`src/rtl/instr_fetch_ctrl_pkg.sv`:
```
// Shared definitions for the instruction fetch sequencer: default widths,
// FSM state encoding and the canonical NOP word.
package instr_fetch_ctrl_pkg;

    localparam int DEF_ADDR_W  = 8;
    localparam int DEF_INSTR_W = 32;
    localparam int DEF_PC_INC  = 4;

    typedef enum logic {
        S_IDLE = 1'b0,
        S_RUN  = 1'b1
    } state_t;

    // PA-RISC "OR 0,0,0" canonical no-op.
    localparam logic [31:0] NOP_WORD = 32'h0800_0240;

endpackage

```
`src/rtl/instr_fetch_ctrl_pc_offset_queue.sv`:
```
// PA-RISC PC offset queue: front is the address being fetched, back is the
// address that follows it (sequential successor or a pending branch target).
module pc_offset_queue
    import instr_fetch_ctrl_pkg::*;
#(
    parameter int                ADDR_W   = DEF_ADDR_W,
    parameter int                PC_INC   = DEF_PC_INC,
    parameter logic [ADDR_W-1:0] RESET_PC = '0
) (
    input  logic              clk,
    input  logic              rst_n,
    input  logic              i_advance,
    input  logic              i_redirect,
    input  logic [ADDR_W-1:0] i_redirect_target,
    input  logic              i_flush,
    input  logic [ADDR_W-1:0] i_flush_target,
    output logic [ADDR_W-1:0] o_pc_front,
    output logic [ADDR_W-1:0] o_pc_back
);

    localparam logic [ADDR_W-1:0] INC        = ADDR_W'(PC_INC);
    localparam logic [ADDR_W-1:0] ALIGN_MASK = {{(ADDR_W-2){1'b1}}, 2'b00};

    logic [ADDR_W-1:0] r_front;
    logic [ADDR_W-1:0] r_back;
    logic [ADDR_W-1:0] w_front_next;
    logic [ADDR_W-1:0] w_back_next;
    logic [ADDR_W-1:0] w_redirect_aligned;
    logic [ADDR_W-1:0] w_flush_aligned;

    assign w_redirect_aligned = i_redirect_target & ALIGN_MASK;
    assign w_flush_aligned    = i_flush_target & ALIGN_MASK;

    // Flush wins over everything; a redirect that misses its delay-slot fetch
    // only replaces back so the slot at front is still issued.
    always_comb begin
        // NOTE: defaults first so every path assigns both nets and no latch is inferred.
        w_front_next = r_front;
        w_back_next  = r_back;
        if (i_flush) begin
            w_front_next = w_flush_aligned;
            w_back_next  = w_flush_aligned + INC;
        end else if (i_redirect && i_advance) begin
            w_front_next = w_redirect_aligned;
            w_back_next  = w_redirect_aligned + INC;
        end else if (i_redirect) begin
            w_back_next  = w_redirect_aligned;
        end else if (i_advance) begin
            w_front_next = r_back;
            w_back_next  = r_back + INC;
        end
    end

    always_ff @(posedge clk or negedge rst_n) begin
        // NOTE: non-blocking assignments so every register samples pre-edge values.
        if (!rst_n) begin
            r_front <= RESET_PC;
            r_back  <= RESET_PC + INC;
        end else begin
            r_front <= w_front_next;
            r_back  <= w_back_next;
        end
    end

    assign o_pc_front = r_front;
    assign o_pc_back  = r_back;

endmodule

```
`src/rtl/instr_fetch_ctrl.sv`:
```
// Fetch sequencer: run/idle FSM, valid/ready output register for IF/ID and
// the PC offset queue that drives the combinational instruction memory.
module instr_fetch_ctrl
    import instr_fetch_ctrl_pkg::*;
#(
    parameter int                ADDR_W   = DEF_ADDR_W,
    parameter int                INSTR_W  = DEF_INSTR_W,
    parameter logic [ADDR_W-1:0] RESET_PC = '0,
    parameter int                PC_INC   = DEF_PC_INC
) (
    input  logic               clk,
    input  logic               rst_n,
    input  logic               en,
    output logic [ADDR_W-1:0]  imem_addr,
    input  logic [INSTR_W-1:0] imem_data,
    output logic               out_valid,
    input  logic               out_ready,
    output logic [ADDR_W-1:0]  out_pc,
    output logic [INSTR_W-1:0] out_instr,
    input  logic               redirect_valid,
    input  logic [ADDR_W-1:0]  redirect_target,
    input  logic               flush_valid,
    input  logic [ADDR_W-1:0]  flush_target,
    output logic               busy
);

    state_t             r_state;
    state_t             w_state_next;
    logic               r_out_valid;
    logic [ADDR_W-1:0]  r_out_pc;
    logic [INSTR_W-1:0] r_out_instr;
    logic               w_slot_free;
    logic               w_fetch;
    logic               w_busy;
    logic [ADDR_W-1:0]  w_pc_front;
    logic [ADDR_W-1:0]  w_pc_back;

    always_ff @(posedge clk or negedge rst_n) begin
        if (!rst_n) r_state <= S_IDLE;
        else        r_state <= w_state_next;
    end

    always_comb begin
        w_state_next = r_state;
        case (r_state)
            S_IDLE:  if (en)  w_state_next = S_RUN;
            S_RUN:   if (!en) w_state_next = S_IDLE;
            default: w_state_next = S_IDLE;
        endcase
    end

    always_comb begin
        w_busy      = (r_state == S_RUN);
        w_slot_free = ~r_out_valid | out_ready;
        w_fetch     = w_busy & w_slot_free & ~flush_valid;
    end

    // Acceptance is honoured in IDLE too, so an entry held when en drops
    // still drains; a flush kills it regardless of the handshake.
    always_ff @(posedge clk or negedge rst_n) begin
        if (!rst_n) begin
            r_out_valid <= 1'b0;
            r_out_pc    <= '0;
            r_out_instr <= '0;
        end else if (flush_valid) begin
            r_out_valid <= 1'b0;
        end else if (w_fetch) begin
            r_out_valid <= 1'b1;
            r_out_pc    <= w_pc_front;
            r_out_instr <= imem_data;
        end else if (r_out_valid && out_ready) begin
            r_out_valid <= 1'b0;
        end
    end

    pc_offset_queue #(
        .ADDR_W   (ADDR_W),
        .PC_INC   (PC_INC),
        .RESET_PC (RESET_PC)
    ) u_pcq (
        .clk               (clk),
        .rst_n             (rst_n),
        .i_advance         (w_fetch),
        .i_redirect        (redirect_valid),
        .i_redirect_target (redirect_target),
        .i_flush           (flush_valid),
        .i_flush_target    (flush_target),
        .o_pc_front        (w_pc_front),
        .o_pc_back         (w_pc_back)
    );

    assign imem_addr = w_pc_front;
    assign out_valid = r_out_valid;
    assign out_pc    = r_out_pc;
    assign out_instr = r_out_instr;
    assign busy      = w_busy;

    logic w_unused;
    assign w_unused = ^w_pc_back;

endmodule

```
`config.mk`:
```
export PLATFORM = sky130hd
export DESIGN_NAME = instr_fetch_ctrl
export DESIGN_NICKNAME = d
export VERILOG_FILES = /design/src/rtl/instr_fetch_ctrl_pkg.sv /design/src/rtl/instr_fetch_ctrl_pc_offset_queue.sv /design/src/rtl/instr_fetch_ctrl.sv
export SDC_FILE = /design/constraint.sdc
export NUM_CORES = 1
export LEC_CHECK = 0
export CORE_MARGIN = 2
export CORE_UTILIZATION = 38
export CTS_CLUSTER_DIAMETER = 40
export DETAILED_ROUTE_END_ITERATION = 8
export PLACE_DENSITY = 0.72
export SYNTH_ARGS = -nofsm -noshare
export SYNTH_HDL_FRONTEND = slang
export SYNTH_SLANG_ARGS = --single-unit
```
`constraint.sdc`:
```
create_clock -name clk -period 1.4 [get_ports clk]
set_input_delay 0.21 -clock clk [delete_from_list [all_inputs] [get_ports clk]]
set_output_delay 0.21 -clock clk [all_outputs]
set_load 0.02 [all_outputs]
```
==> results.txt, run 1 <==
The run finished, with violations left. The checks that failed: negative setup slack. The CTS tree is done. The number of search-and-repair iterations in the first detailed-routing pass came out at 4. By instance count, the leading cell after synthesis is sky130_fd_sc_hd__dfrtp_1. The total power is 4396 uW. For this design the ratio of total power to cell area is 1039 nW/um^2.

The number of hold-slack violations in the final timing report is 0. After clock tree synthesis, the clock-pin slew on the worst setup and hold paths is 0.10 ns. Summing all multi-input logic gate instances after layout gives 1292 sq um. The count of unresolved DRC violations after routing is 0. The number of buffers added by the clock tree synthesis step came out at 5. Net switching is a little under a third of the power. The number of global-route vias before repair is 2,082. In this run the most used layer during global routing was met2. Grouping stages by cell kind, the critical path spends the most delay in multiplexers. For this design, the slowest cell found on the critical path is sky130_fd_sc_hd__dfstp_2.

The share of the yosys chip area belonging to registers is 55.10%. The maximum buffer depth of the clock tree came out at 2. The count of synthesis-stage warnings from yosys is 0. The number of buffer cells added on primary ports came out at 99. The final weighted congestion in routability-driven placement came out at 0.8561. STA classifies the critical path startpoint as a flop.

The insertion delay of the later-clocked pin in the worst-skew pair came out at between 0.3 and 0.4 ns. The relative area change from synthesis to final layout is 72.27%. The final setup violation count is 35. The leakage power figure came out at 0.001966 uW.

The iteration-0 DRC count of the detailed router is 76. After synthesis the netlist holds a flip-flop and latch count of 54. The share of total power in the clock network is approximately a fifth. The top-level port count is ~100.

The H-tree generated during clock tree synthesis spans 2 levels. The maximum single-stage delay on the critical path is 0.60 ns. The met3 layer usage reported by global route came out at 4.130%. The first global-routing pass estimated 10.92 mm of wire. The worst clock skew on the final layout came out at 0.009972 ns. The setup path with the least slack is of type reg2reg. The final number of max-transition violations came out at 0. Of the available clock period, the critical path in the final layout requires 117.6%. The global routing usage on met1 came out at 28.07%. The initial cell density of the core is 38.88%. Combinational cells account for 36.0% of the total power. The detail-routed net length per standard cell is 16.77 microns. The clock root buffer is sky130_fd_sc_hd__clkbuf_8. The die width came out at 84.38 microns. Global routing finished with a remaining overflow of 0. Averaged over all synthesized cells, the footprint is 12.46 sq um.

The required time at the endpoint of the critical path came out at 1.59 ns. The part of the total power dissipated in sequential elements came out at 44.5%. The slew at the pin closest to its max-slew limit is 0.3905 ns.

The count of antenna-violating nets left after detailed routing came out at 0. Counting flops with a built-in enable in the synthesized netlist gives 0. The routed layout has 2,100 vias. Counting every net in the synthesized netlist gives between 200 and 300. The global-route met2 utilization is 31.39%. The overall die height is 84.38 microns. The final period demand of the worst path is 1.646 ns. Wires add up to between 6 and 7 mm. sky130_fd_sc_hd__dfrtp_1 takes more of the synthesized area than any other cell.

Ranked by total cell area, the synthesized netlist is headed by sky130_fd_sc_hd__dfrtp_1, sky130_fd_sc_hd__mux2_2, sky130_fd_sc_hd__mux2i_1. The die covers 7119 sq um. The number of antenna violations at the first check in global routing was 0.

In the synthesized netlist the dominant register cell turns out to be sky130_fd_sc_hd__dfrtp_1. By count the netlist is led by sky130_fd_sc_hd__dfrtp_1, sky130_fd_sc_hd__mux2_2, sky130_fd_sc_hd__nand2_1. The site row count came out at 29.

The max capacitance violation total is 0. The area of the mapped netlist came out at between 2000 and 2500 sq um. The fraction of registers with async set or reset after synthesis came out at 100.0%.

Traced cell by cell, the critical path runs through ha_4 -> mux4_2 -> mux2_4. The net switching power figure is 1381 uW. Detailed placement finished with a half-perimeter wire length of between 4 and 5 mm. The top achievable clock speed is 607.5 MHz. The count of cell types in the netlist is 35.

The clock sink total is 54. The maximum net fanout on the critical path is 3. Across all setup checks in the final design, the least slack found is -0.2462 ns. The number of diodes came out at 0. The number of buffers and inverters on the critical path came out at 0. The count of mapped cells out of synthesis came out at a little under 200. The maximum number of pins on one net before global-route repair is 29. The overall global routing resource usage is 19.46%. The final-stage net count is 392. The maximum resistive drop on vdd came out at 646.8 uV. The cell-internal power came out at 3015 uW. The sequential cells in the finished layout cover a total of between 1000 and 1500 sq um. Setup repair after global routing could not meet its margin everywhere. STA classifies the critical path endpoint as a flop. The count of fill cells added during filler insertion is 509. The average via count per standard cell is 5.097. In this run the worst hold path is classified as in2reg. The top-area cell type share of the netlist area came out at 54.03%. The standard cell core area is roughly 6300 sq um. The ratio of cells with drive above 1 in the final layout is between 30% and 40%. The worst hold slack is 0.3236 ns.

The data arrival time at the worst-slack endpoint came out at 1.84 ns. The worst-case headroom to the max-slew limit is 73.96%.
## power groups by stage
stage	Clock, uW	Combinational [uW]	Sequential (uW)
finish	858	1580	1960
detailed placement	0	1530	1980
CTS	886	1560	1950
global placement	0	1510	1970
global route	942	1680	1990
floorplan	0	439	2250
## logic make-up after synthesis
group	count (synthesis)	share of synthesized area (%)
AND/OR/NAND/NOR	49	10.14
XOR/XNOR	8	2.854
AO/OA/AOI/OAI	22	5.403
flip-flops	54	55.10
multiplexers	48	22.12
adder cells (fa/ha/maj)	3	1.529
buffers and inverters	13	2.854
## cell usage in the layout (no fill, tap or decap), drive strengths merged, types with 7 or more instances in the layout
| cell | Yosys | final |
|---|---|---|
| nand2 | 18 | 18 |
| nor3 | 9 | 9 |
| dfrtp | 53 | 53 |
| clkdlybuf4s50 | 0 | 47 |
| dlygate4sd2 | 0 | 50 |
| a21oi | 7 | 7 |
| o21ai | 8 | 8 |
| buf | 9 | 45 |
| mux2 | 40 | 40 |
| mux2i | 7 | 7 |
## registers in the layout, indices dropped and copies added, names as in the netlist
| name | count |
|---|---|
| busy | 1 |
| out_instr | 32 |
| out_pc | 7 |
| out_valid | 1 |
| u_pcq.o_pc_back | 6 |
| u_pcq.o_pc_front | 7 |
## per-layer routing
metal	part of all wire, %	wire length, microns	vias up
met1	46	3205	1033
met2	47	3276	87
met3	6.0	416	2
met4	0.14	10	0
li1	-	-	978
met5	0	0	-
## path summary, 6_finish.rpt
check	start	end	slack (ns)	cells after the start
worst max register to register	u_pcq.o_pc_back[2]$_DFFE_PN1P_	u_pcq.o_pc_back[3]$_DFFE_PN0P_	-0.25	3
worst max-delay path	u_pcq.o_pc_back[2]$_DFFE_PN1P_	u_pcq.o_pc_back[3]$_DFFE_PN0P_	-0.25	3
min in group asynchronous	rst_n	out_pc[7]$_DFFE_PN0P_	0.34	2
worst min-delay path	en	busy$_DFF_PN0_	0.32	1
max in group asynchronous	rst_n	busy$_DFF_PN0_	0.52	3
worst min register to register	out_instr[19]$_DFFE_PN0P_	out_instr[19]$_DFFE_PN0P_	0.51	1
## per-stage QoR
step / instances / utilization (%) / setup slack, ns / area [sq um] / setup TNS [ns]
6_report: 412 / 66.98 / -0.2462 / 4229 / -2.921
5_1_grt: 412 / 66.98 / -0.2621 / 4229 / -4.628
4_1_cts: 415 / 66.57 / -0.2327 / 4203 / -2.856
3_5_place_dp: 394 / 60.96 / -0.4504 / 3849 / -18.87
3_3_place_gp: 394 / 60.96 / -0.4348 / 3849 / -18.32
2_1_floorplan: 197 / - / -0.1568 / 2570 / -0.9167
## area by class of cell
| cell class | instances | area share, % |
|---|---|---|
| Clock buffer | 5 | 1.627 |
| Clock inverter | 2 | 0.3254 |
| Sequential cell | 54 | 32.04 |
| Inverter | 1 | 0.08876 |
| Tap cell | 77 | 2.278 |
| Timing Repair Buffer | 143 | 33.08 |
| Multi-Input combinational cell | 130 | 30.56 |
## worst register-to-register path, stage by stage, from the launching register on
cell and delay [ns]:
sky130_fd_sc_hd__dfstp_2 0.60, sky130_fd_sc_hd__ha_4 0.21, sky130_fd_sc_hd__mux4_2 0.44, sky130_fd_sc_hd__mux2_4 0.28
## what timing repair did
| action | CTS | global route |
|---|---|---|
| resized for setup | 88 | 25 |
| buffers inserted | 9 | 0 |
| hold buffers | 1 | 0 |
| cloned | 4 | 0 |
| endpoints found under the hold margin | 12 | 0 |
| pin swaps | 4 | 5 |
| endpoints found under the setup margin | 96 | 50 |
No activity file was read; power rests on OpenSTA's default activity.
==> run 2: changes to the inputs <==
CORE_ASPECT_RATIO = 0.6   (was default)
==> run 2 against run 1 <==
  * The flow still finishes with violations (negative setup slack)
  * Clock power grew 25%
  * Die area grew 0.30%
  * Largest power group unchanged
  * Register-to-register slack gained 0.04 ns
==> results.txt, run 2 (synthesized netlist as in run 1, its figures left out) <==
The run finished, with violations left. The final reports fail on negative setup slack. The count of fill cells added during filler insertion was 464 (-8.8%). The depth of the worst hold-timing path is 1 (unchanged). The iteration-0 DRC count of the detailed router came out at 118 (+55%). The cell count of the worst reg-to-reg path is 3 (unchanged).

The final cycle utilization of the critical path was 114.8% (-2.8 points). The detail-routed net length per standard cell is 17.39 microns (+3.7%). The count of unresolved DRC violations after routing is 0 (unchanged). The library cells used most frequently in the layout, excluding fill and tap cells, are sky130_fd_sc_hd__dfrtp_1, sky130_fd_sc_hd__clkdlybuf4s50_1, sky130_fd_sc_hd__dlygate4sd2_1, sky130_fd_sc_hd__mux2_4, sky130_fd_sc_hd__buf_4. For hold timing, the worst endpoint is busy$_DFF_PN0_.

The data arrival time at the worst-slack endpoint came out at 1.81 ns (-0.03 ns). The startpoint of the most critical hold path is en. After detailed routing, no signal wire sits above met4. The total met3 wirelength after detailed routing is 437 microns (+5.0%). The number of hold-slack violations in the final timing report came out at 0 (unchanged).

The number of diodes is 0 (unchanged). The worst setup path is captured at a flop. The top achievable clock speed is 622.2 MHz (+2.4%). The share of total power in the clock network is 23.1% (+3.6 points). The worst-case headroom to the max-slew limit came out at 74.82% (+0.85 points). The number of buffer cells added on primary ports was 99 (unchanged). The critical path in this run is classified as reg2reg. The maximum buffer depth of the clock tree came out at 2 (unchanged). The H-tree level count is 2 (unchanged). The maximum net fanout on the critical path is 3 (unchanged). The number of global-route vias before repair came out at 2,187 (+5.0%). The final period demand of the worst path was 1.607 ns (-0.03883 ns).

The fraction of the core area covered by cells at the end of the flow is 70.39% (+3.4 points). The initial cell density of the core came out at 39.81% (+0.93 points). Setup repair after global routing could not meet its margin everywhere.

The via count was 2,103 (+0.14%). TritonCTS built the clock tree. The clock sink total is 54 (unchanged).

The area of the die came out at 7141 sq um (+0.30%). The internal reg-to-reg setup slack came to -0.21 ns (+0.04 ns). The switching part of the total power is 30.68% (-0.73 points).

The first-pass GRT wire length came out at 11.52 mm (+5.4%). The critical path goes through ha_4 -> mux4_2 -> mux2_4. The final worst-path setup slack came out at -0.2073 ns (+0.03883 ns). The maximum resistive drop on vdd came out at 547.5 uV (-15%). STA classifies the critical path startpoint as a flop.

Compared with the post-synthesis result, the final layout area differs by 76.81%. The count of antenna-violating nets left after detailed routing came out at 0 (unchanged). For this design, the slowest cell found on the critical path is sky130_fd_sc_hd__dfstp_2. The cell count along the critical path came out at 3 (unchanged). The clock root buffer is sky130_fd_sc_hd__clkbuf_8. The final number of max-transition violations came out at 0 (unchanged). The library cell used most frequently in the layout, excluding fill and tap cells, is sky130_fd_sc_hd__dfrtp_1. The site row count is 22 (-24%). The number of cells after detailed placement came to 397 (+0.76%).

The worst clock skew on the final layout is 0.002668 ns (-0.007304 ns). The number of buffers added by the clock tree synthesis step is 5 (unchanged). The top-level port count is 104 (unchanged). The cell class contributing the biggest share of worst-path delay is multiplexers. The number of buffers and inverters on the critical path was 0 (unchanged). The average via count per standard cell is 4.972 (-2.5%). The final-stage net count is 395 (+0.77%). The power share of the combinational group came out at 34.7% (-1.3 points). The estimated wirelength of the detail-placed design is 4.731 mm (+1.4%). The net switching power figure came out at 1423 uW (+3.1%). The flip-flop count of the largest register after layout is 32 (unchanged).

The overall die height is 66.26 microns (-21%). The leakage power figure came out at 0.001998 uW (+1.6%). The final cell count without fillers was 423 (+2.7%).

The post-place setup slack was -0.4060 ns (+0.04436 ns). In this run the critical register-to-register path is launched from u_pcq.o_pc_back[2]$_DFFE_PN1P_. The maximum single-stage delay on the critical path came to 0.59 ns (about the same). The max capacitance violation total came out at 0 (unchanged).

The ratio of cells with drive above 1 in the final layout is 36.28% (+2.9 points). The wire length on met1 is 3.771 mm (+18%). The clock-pin slew on the worst setup and hold paths came to 0.10 ns (about the same). The final weighted congestion in routability-driven placement came to 0.8128 (-5.1%). The maximum number of pins on one net before global-route repair came to 55 (+90%).

In this run the worst hold path is classified as in2reg. The total congestion overflow came to 0 (unchanged). The slew at the pin closest to its max-slew limit came out at 0.3743 ns (-0.01622 ns). The number of search-and-repair iterations in the first detailed-routing pass is 4 (unchanged).

The standard cell core area came to 6166 sq um (-2.3%). The required time at the endpoint of the critical path was 1.60 ns (about the same). The overall global routing resource usage came out at 21.72% (+2.3 points).

The final setup violation count is 38 (+8.6%). The number of antenna violations at the first check in global routing came out at 0 (unchanged). The cell area power density is 1069 nW/um^2 (+2.9%). The cell-internal power is 3217 uW (+6.7%). The insertion delay of the later-clocked pin in the worst-skew pair is 0.31 ns (about the same). The wire length after detailed routing is 7.357 mm (+6.5%). The worst setup path startpoint is u_pcq.o_pc_back[2]$_DFFE_PN1P_. The part of the total power dissipated in sequential elements came out at 42.2% (-2.3 points). The sum of met2 wire segment lengths after detailed routing came out at 3.096 mm (-5.5%). The endpoint identified for the worst register-to-register timing path is u_pcq.o_pc_back[3]$_DFFE_PN0P_. The die width was 107.8 microns (+28%).
## run 2: cell types whose count changed in the layout (fill, tap and decap cells not counted), sizes merged
cell and change:
buf +3, dlygate4sd2 -2, bufinv +1, clkdlybuf4s15 +1, clkdlybuf4s50 +1, clkinvlp +1
inv -1
## run 2: worst max path at each step
stage	to	slack [ns]
4_1_cts	u_pcq.o_pc_back[3]$_DFFE_PN0P_	-0.20
5_1_grt	u_pcq.o_pc_back[7]$_DFFE_PN0P_	-0.25
2_1_floorplan	u_pcq.o_pc_back[3]$_DFFE_PN0P_	-0.16
6_report	u_pcq.o_pc_back[3]$_DFFE_PN0P_	-0.21
3_5_place_dp	u_pcq.o_pc_back[7]$_DFFE_PN0P_	-0.41
3_3_place_gp	u_pcq.o_pc_back[3]$_DFFE_PN0P_	-0.36
## run 2: through the flow
stage	hold WS, ns	total power (uW)	cell area, sq um	setup TNS [ns]
finish	0.3234	4640	4340	-2.702
floorplan	-0.08559	2690	2570	-0.9167
global route	0.3317	4883	4340	-4.470
global placement	0.2285	3480	3827	-14.76
detailed placement	0.2294	3506	3827	-15.99
CTS	0.3173	4631	4243	-2.134
## run 2: worst register-to-register path, cell delays in order (launching register included)
cell and delay, ns:
sky130_fd_sc_hd__dfstp_2 0.59, sky130_fd_sc_hd__ha_4 0.21, sky130_fd_sc_hd__mux4_2 0.44, sky130_fd_sc_hd__mux2_4 0.27
## run 2: power groups by stage
stage	clock, uW	combinational, uW	sequential [uW]
after global routing	1180	1710	1990
after detailed placement	0	1520	1980
final	1070	1610	1960
after floorplan	0	439	2250
after CTS	1110	1570	1950
after global placement	0	1500	1980
## run 2: timing repair
action	CTS	global route
pin swaps	7	12
resized for setup	95	29
setup endpoints to repair	88	50
endpoints found under the hold margin	53	0
setup buffers	14	3
hold buffers	1	0
cloned	3	0
## run 2: cell type report
type / instances / area, sq um / area share, %
well taps: 84 / 105.1 / 2.421
inverters: 1 / 7.507 / 0.1730
repair buffers: 146 / 1425 / 32.83
clock inverters: 3 / 43.79 / 1.009
flip-flops and latches: 54 / 1355 / 31.22
multi-input cells: 130 / 1335 / 30.76
clock buffers: 5 / 68.82 / 1.585
## run 2: layer usage
layer | up-vias | global-route usage [%]
met1 | 1036 | 31.50
met3 | 8 | 5.123
met5 | - | 0
li1 | 985 | -
met2 | 74 | 33.33
met4 | 0 | 4.327
==> patch: new RTL, config.mk and constraints of run 1 <==
Set the package constant `DEF_INSTR_W` to 64 (it was 32).
--- a/src/rtl/instr_fetch_ctrl_pkg.sv
+++ b/src/rtl/instr_fetch_ctrl_pkg.sv
@@ -3,7 +3,7 @@
 package instr_fetch_ctrl_pkg;
 
     localparam int DEF_ADDR_W  = 8;
-    localparam int DEF_INSTR_W = 32;
+    localparam int DEF_INSTR_W = 64;
     localparam int DEF_PC_INC  = 4;
 
     typedef enum logic {
Interface: changed (resized imem_data and out_instr); port bits go from 104 to 168. No check against the original RTL was run, so the function may have changed too.
==> patch against run 1 <==
The run still ends with setup timing left. Worst hold slack lost 0.026 ns. Final cell count up 48%. Total power grew 73%. Sequential cell count rose by 32. Routed wire length rose by 63%. Worst setup slack improved by 0.080 ns. Synthesized area grew 50%. Cell area increased by 53%. Sequential share of layout area rose by 1.3 points. Critical endpoint unchanged. Largest cell class is now registers. Largest power group unchanged.
==> patch: results (changes against run 1) <==
status finished, violations left (unchanged); failing checks setup timing (unchanged); global-route wire length before repair 16.6 mm (was 10.9 mm); Setup violations, final 75 (was 35); Post-Syn Nets 350 (was 254); PnR worst setup slack -0.166 ns (was -0.246 ns); fillers 687 (was 509); sequential element share of the synthesized area 58.5% (was 55.1%); routed wire length 11.2 mm (was 6.91 mm); post-DR vias/cell 4.90 (was 5.10); vias in the first global route 3163 (was 2082); Final nets 566 (was 392); Num CTS Buffers 9 (was 5); worst-margin pin slew 0.435 ns (was 0.391 ns); clock slew at reported path FFs 0.08 ns (was 0.10 ns); Met1 Routed Length 4.96 mm (was 3.21 mm); Distinct cells, synth 42 (was 35); H-tree Lvls 3 (was 2); DP Wirelength 7.52 mm (was 4.67 mm); DR WL met3 806 um (was 416 um); GP Congestion 0.875 (was 0.856); worst path arrival time 1.80 ns (was 1.84 ns); Synth area leaders dfrtp_1, mux2_1, mux2i_1 (was dfrtp_1, mux2_2, mux2i_1); initial DRC count 68 (was 76); worst-skew pair later-pin latency 0.35 ns (was 0.31 ns); Worst VDD drop 0.000639 V (was 0.000647 V); share of layout cells above drive strength 1 34.9% (was 33.4%)
patch: cell count changes after synthesis, moves of 3 or more:
| cell | delta |
|---|---|
| buf_4 | +5 |
| o21ai_1 | +7 |
| dfrtp_1 | +32 |
| o21ai_0 | -7 |
| mux2_2 | -39 |
| nand2_1 | -4 |
| buf_2 | -3 |
| mux2_1 | +71 |
patch: timing repair:
| item | in CTS | in global routing |
|---|---|---|
| pin swaps | 9 | 6 |
| resized for setup | 127 | 36 |
| cloned | 7 | 1 |
| endpoints found under the setup margin | 158 | 82 |
| buffers inserted | 12 | 0 |
| hold buffers | 1 | 0 |
| endpoints found under the hold margin | 22 | 0 |
patch: per-stage QoR:
stage / setup TNS [ns] / std cells / setup slack, ns / cell area (um2) / hold WS, ns
6_report: -6.05 / 610 / -0.166 / 6470 / 0.297
5_1_grt: -9.36 / 610 / -0.180 / 6470 / 0.295
4_1_cts: -6.72 / 616 / -0.170 / 6480 / 0.279
3_5_place_dp: -32.63 / 581 / -0.485 / 5930 / 0.144
3_3_place_gp: -30.08 / 581 / -0.435 / 5930 / 0.137
2_1_floorplan: -8.49 / 261 / -0.145 / 3890 / -0.0856
patch: logic make-up (layout without fill, tap and decap cells):
group                      after synthesis  after routing  synth area share [%]
DFF                                     86             86                  58.5
muxes                                   81             81                  24.8
and+or+nand+nor                         44             45                  7.01
AOI/OAI and AO/OA                       24             24                  4.01
buffers and inverters                   15            234                  2.72
xor gates and xnor gates                 8              8                  1.90
adders and majority gates                3              3                  1.02
patch: cell type report:
type,count,share of cell area [%]
Clock buffer,10,2.13
Clock inverter,5,1.28
Inverter,1,0.0966
Multi-Input combinational cell,161,27.9
Sequential cell,86,33.3
Tap cell,129,2.49
Timing Repair Buffer,218,32.8
patch: worst max-delay path by stage:
stage	slack [ns]	depth (start not counted)	start	end
global placement	-0.43	6	out_ready	out_instr[12]
floorplan	-0.14	3	u_pcq.o_pc_back[2]	u_pcq.o_pc_back[3]
CTS	-0.17	3	u_pcq.o_pc_back[2]	u_pcq.o_pc_back[3]
detailed placement	-0.49	6	out_ready	out_instr[51]
finish	-0.17	3	u_pcq.o_pc_back[2]	u_pcq.o_pc_back[3]
global route	-0.18	5	out_valid	u_pcq.o_pc_back[7]
patch: metal layers:
layer / vias to the layer above / global-route usage (%)
met1: 1478 / 27.7
li1: 1361 / -
met4: 0 / 6.46
met5: - / 0
met2: 135 / 34.5
met3: 14 / 5.68
patch: worst max-delay path, cell delays in order, from the launching register on:
cell and delay [ns]:
dfstp_2 0.56, ha_4 0.19, mux4_2 0.43, mux2_4 0.27
patch: where the power goes:
group / leakage (uW) / internal [uW] / switching (uW)
clock network: 0.000113 / 1050 / 904
registers: 0.00102 / 2890 / 243
logic: 0.00190 / 1350 / 1150
total: 0.00303 / 5290 / 2300
